[src/rtl/dmem_arbiter.sv]
// Two-master arbiter for the shared data-memory port: m0 (CPU LSU) has priority,
// m1 (debug/loader) is promoted after MAX_WAIT denials; read data is routed back by owner tag.
module dmem_arbiter #(
   parameter int ADDR_W   = 32,
   parameter int DATA_W   = 32,
   parameter int MAX_WAIT = 4
) (
   input  logic              clk,
   input  logic              rst_n,
   input  logic              m0_req,
   input  logic              m0_we,
   input  logic [ADDR_W-1:0] m0_addr,
   input  logic [DATA_W-1:0] m0_wdata,
   output logic              m0_gnt,
   output logic              m0_rvalid,
   output logic [DATA_W-1:0] m0_rdata,
   input  logic              m1_req,
   input  logic              m1_we,
   input  logic [ADDR_W-1:0] m1_addr,
   input  logic [DATA_W-1:0] m1_wdata,
   output logic              m1_gnt,
   output logic              m1_rvalid,
   output logic [DATA_W-1:0] m1_rdata,
   output logic              mem_we,
   output logic [ADDR_W-1:0] mem_addr,
   output logic [DATA_W-1:0] mem_wdata,
   input  logic [DATA_W-1:0] mem_rdata,
   output logic [3:0]        starve_cnt
);

   typedef enum logic [1:0] {
      OWN_NONE,
      OWN_M0,
      OWN_M1
   } owner_e;

   localparam logic [3:0] MaxWait = 4'(MAX_WAIT);

   owner_e            owner_q, owner_d;
   logic [ADDR_W-1:0] lastAddr_q, lastAddr_d;
   logic [3:0]        starve_q, starve_d;

   // Response owner, last granted address and m1 denial counter.
   always_ff @(posedge clk or negedge rst_n) begin
      if (!rst_n) begin
         owner_q    <= OWN_NONE;
         lastAddr_q <= '0;
         starve_q   <= '0;
      end else begin
         owner_q    <= owner_d;
         lastAddr_q <= lastAddr_d;
         starve_q   <= starve_d;
      end
   end

   // Grants are suppressed during reset; with no winner the address is held so the fetch stays stable.
   always_comb begin
      m0_gnt     = 1'b0;
      m1_gnt     = 1'b0;
      mem_we     = 1'b0;
      mem_addr   = lastAddr_q;
      mem_wdata  = '0;
      owner_d    = OWN_NONE;
      lastAddr_d = lastAddr_q;
      starve_d   = starve_q;

      if (rst_n) begin
         if (m1_req && (!m0_req || (starve_q >= MaxWait))) begin
            m1_gnt = 1'b1;
         end else if (m0_req) begin
            m0_gnt = 1'b1;
         end
      end

      if (m0_gnt) begin
         mem_we     = m0_we;
         mem_addr   = m0_addr;
         mem_wdata  = m0_wdata;
         lastAddr_d = m0_addr;
         owner_d    = m0_we ? OWN_NONE : OWN_M0;
      end else if (m1_gnt) begin
         mem_we     = m1_we;
         mem_addr   = m1_addr;
         mem_wdata  = m1_wdata;
         lastAddr_d = m1_addr;
         owner_d    = m1_we ? OWN_NONE : OWN_M1;
      end

      if (!m1_req || m1_gnt) begin
         starve_d = '0;
      end else if (starve_q != 4'hF) begin
         starve_d = starve_q + 4'd1;
      end
   end

   assign m0_rvalid  = (owner_q == OWN_M0);
   assign m1_rvalid  = (owner_q == OWN_M1);
   assign m0_rdata   = m0_rvalid ? mem_rdata : '0;
   assign m1_rdata   = m1_rvalid ? mem_rdata : '0;
   assign starve_cnt = starve_q;

endmodule

[config.mk]
export PLATFORM = sky130hd
export DESIGN_NAME = dmem_arbiter
export DESIGN_NICKNAME = d
export VERILOG_FILES = /design/src/rtl/dmem_arbiter.sv
export SDC_FILE = /design/constraint.sdc
export NUM_CORES = 1
export LEC_CHECK = 0
export BUFFER_PORTS_ARGS = -buffer_cell sky130_fd_sc_hd__buf_2
export CAP_MARGIN = 20
export CORE_AREA = 5 5 115 117
export CTS_CLUSTER_DIAMETER = 120
export DETAILED_ROUTE_END_ITERATION = 7
export DIE_AREA = 0 0 120 122
export HOLD_SLACK_MARGIN = 0.15
export MAX_ROUTING_LAYER = met4
export PLACE_DENSITY_LB_ADDON = 0.08
export SLEW_MARGIN = 20
export SYNTH_ARGS = -nofsm -noshare
export SYNTH_HDL_FRONTEND = slang
export SYNTH_SLANG_ARGS = --single-unit
export TNS_END_PERCENT = 1
[constraint.sdc]
create_clock -name clk -period 4.9 [get_ports clk]
set_input_delay 1.47 -clock clk [delete_from_list [all_inputs] [get_ports clk]]
set_output_delay 1.47 -clock clk [all_outputs]
set_load 0.01 [all_outputs]
==> impl_metrics.csv <==
group,metric,value,unit
yosys,ys_warn_count,0,
final_layout,drive_above_1_share,53.2,%
timing,max_freq,216,MHz
placement,portBuffers,302,
drt,drc_errors,0,
cts,cts_root_buf,"clkbuf_16",
yosys,async_flop_share,100,%
critical_path,setup.worst_path.class,"input pin to primary output",
timing,min_period,4.62,ns
min_path,hp-class,"register to register",
pwr,ir_worst_vdd,0.210,mV
timing,setup_slack,0.280,ns
timing,slew_viol_final,0,
yosys,syn_area_per_cell,8.42,sq um
global_route,grt_max_degree,49,
yosys,yosysTopAreaCell,"dfrtp_1",
cts,cts_tree,"yes",
timing,slew_headroom,47.7,%
yosys,syn_inst,332,
drt,vias,3659,
yosys,ys_types,29,
pwr,p_leak,0.00242,uW
critical_path,slowest_stage,"or2_2",
cts,worstSkewPairLatency,0.28,ns
drt,firstDrtPassIters,4,
timing,fin_skew,0.00567,ns
critical_path,max_stage_delay,0.62,ns
final_layout,seq_area,951,sq um
floorplan,num_io_pins,303,
yosys,synth_edf_count,0,
critical_path,crit_chain,"buf_2 -> o21a_4 -> or2_2 -> inv_12 -> a22o_1 -> buf_2",
timing,finalSetupViolCount,0,
flow_run,drv_cap,0,
pwr,pwr_density_cell,232,nW/um^2
critical_path,arrival,3.15,ns
cts,cts_max_level,2,
floorplan,coreArea,12300,sq um
critical_path,cpMostUsedCell,"buf_2",
critical_path,critPathCaptureType,"primary output",
critical_path,critPathRequiredTime,3.43,ns
floorplan,die_w,120,um
placement,placed_area,4360,sq um
timing,hold_viol_final,0,
drt,wl,13300,um
yosys,netlist.area_leader.share,34.0,%
global_route,grt_pass1_vias,3579,
cts,cts.repair.resized,0,
timing,rsz0062_at_grt,"false",
critical_path,crit_path_max_fanout,34,
floorplan,die_area,14600,sq um
placement,place_ws,0.253,ns
cts,cts_setup_buffers,0,
cts,clk_pin_slew,0.05,ns
drt,avgViaCountPerCell,4.78,
global_route,grt_use_total,17.1,%
placement,gp_congestion,0.891,
timing,min_period_over_period,94.3,%
final_layout,nets,779,
global_route,grt-ovfl-total,0,
final_layout,final_cell_area,4510,sq um
global_route,antenna_found_initial,2,
yosys,netlist_top_cells_area,"dfrtp_1 (34%), and2_1 (14%), a22o_1 (10%), a31oi_1 (7.4%), nand4_1 (7.2%)",
drt,antenna_left,0,
final_layout,finish.utilization,36.8,%
floorplan,initial_core_util,22.8,%
placement,dp_hpwl,10500,um
yosys,syn_area,2800,sq um
cts,cts_hold_buf,0,
critical_path,cp-start-kind,"input pin",
yosys,synth_nets,499,
final_layout,syn_to_final_growth,61.2,%
yosys,ys_ff_latch,38,
final_layout,multi_input_area,1580,sq um
cts,cts.sink_count,38,
floorplan,rows,41,
floorplan,die_y,122,um
yosys,ys.flop_type,"dfrtp_1",
timing,worst_pin_slew,0.785,ns
drt,first_iter_violations,174,
cts,numCtsBuffers,5,
global_route,grt_pass1_wl,19700,um
final_layout,fillers,1327,
timing,tns,0,ns
drt,wl_per_cell,17.4,um
cts,cts_buffer_depth,2,
yosys,synth_seq_area_share,34.0,%
outcome,outcome,"completed",
==> synth_stat cells (2+ instances only) <==
cell	count
nand4_1	32
nor3_1	35
buf_2	10
o21ai_1	32
a31oi_1	33
nand3_1	2
nand2_1	3
clkbuf_1	20
buf_8	2
nor2_1	5
nor2b_1	2
buf_6	5
buf_1	3
dfrtp_1	38
a22o_1	33
and2_1	64
==> flip-flops by register name, summed over array words and instances (netlist names) <==
name	cells
starve_cnt	4
owner_q	2
lastAddr_q	32
==> routing by layer <==
layer | global-route usage (%) | share of wire, % | vias up
li1 | - | - | 1801
met1 | 21.0 | 41 | 1682
met2 | 29.6 | 51 | 164
met3 | 3.57 | 7.1 | 12
met4 | 2.51 | 0.87 | 0
met5 | - | 0 | -
==> layout by cell type, fill, tap and decap left out, types with 3 or more instances in the layout <==
cell type and instances:
nand2_1 3, a31oi_1 33, nor2_1 5, and2_1 64
a22o_1 33, nor3_1 35, nand4_1 32, buf_2 302
dfrtp_1 38, o21ai_1 32, buf_4 11, clkbuf_16 5
==> kinds of logic after synthesis <==
logic type	count (synthesis)	share of synthesized area (%)
simple gates	148	31.3
compound gates	100	24.2
buf+inv	43	9.40
flops	38	34.0
xor+xnor	1	0.313
mux	1	0.358
fa+ha+maj	1	0.447
==> final timing paths <==
kind	start	end	slack (ns)	depth (start not counted)
hold reg to reg	lastAddr_q[3]	lastAddr_q[3]	0.57	2
setup / recovery	m1_req	mem_wdata[28]	0.28	6
max in group asynchronous	rst_n	lastAddr_q[29]	3.21	2
setup reg to reg	starve_cnt[2]	lastAddr_q[18]	3.06	3
hold / removal	lastAddr_q[3]	lastAddr_q[3]	0.57	2
min in group asynchronous	rst_n	starve_cnt[3]	1.22	2
==> per-stage QoR <==
step,cells,power (uW),hold WS (ns)
after floorplan,332,554,0.598
after global placement,755,732,0.555
after detailed placement,755,732,0.562
after CTS,763,1060,0.572
after global routing,765,1110,0.587
final,765,1050,0.573
==> critical path: cells and delay by family <==
family	cells	cell delay (ns)
AND/OR/NAND/NOR	1	0.62
buffers and inverters	3	0.56
AO/OA/AOI/OAI	2	0.47
==> power breakdown <==
| part | leakage (uW) | total [uW] | switching, uW | internal (uW) |
|---|---|---|---|---|
| Clock | 0.0000739 | 325 | 123 | 202 |
| Combinational | 0.00191 | 352 | 195 | 157 |
| Sequential | 0.000445 | 370 | 12.7 | 357 |
==> cell type report <==
| class | instances | area share (%) |
|---|---|---|
| tap | 150 | 4.16 |
| clock buffer | 7 | 3.16 |
| inverter | 2 | 0.444 |
| multi-input combinational | 251 | 35.1 |
| antenna | 2 | 0.111 |
| timing repair buffer | 314 | 35.8 |
| clock inverter | 1 | 0.111 |
| sequential | 38 | 21.1 |
Power figures use the tool's default switching activity.
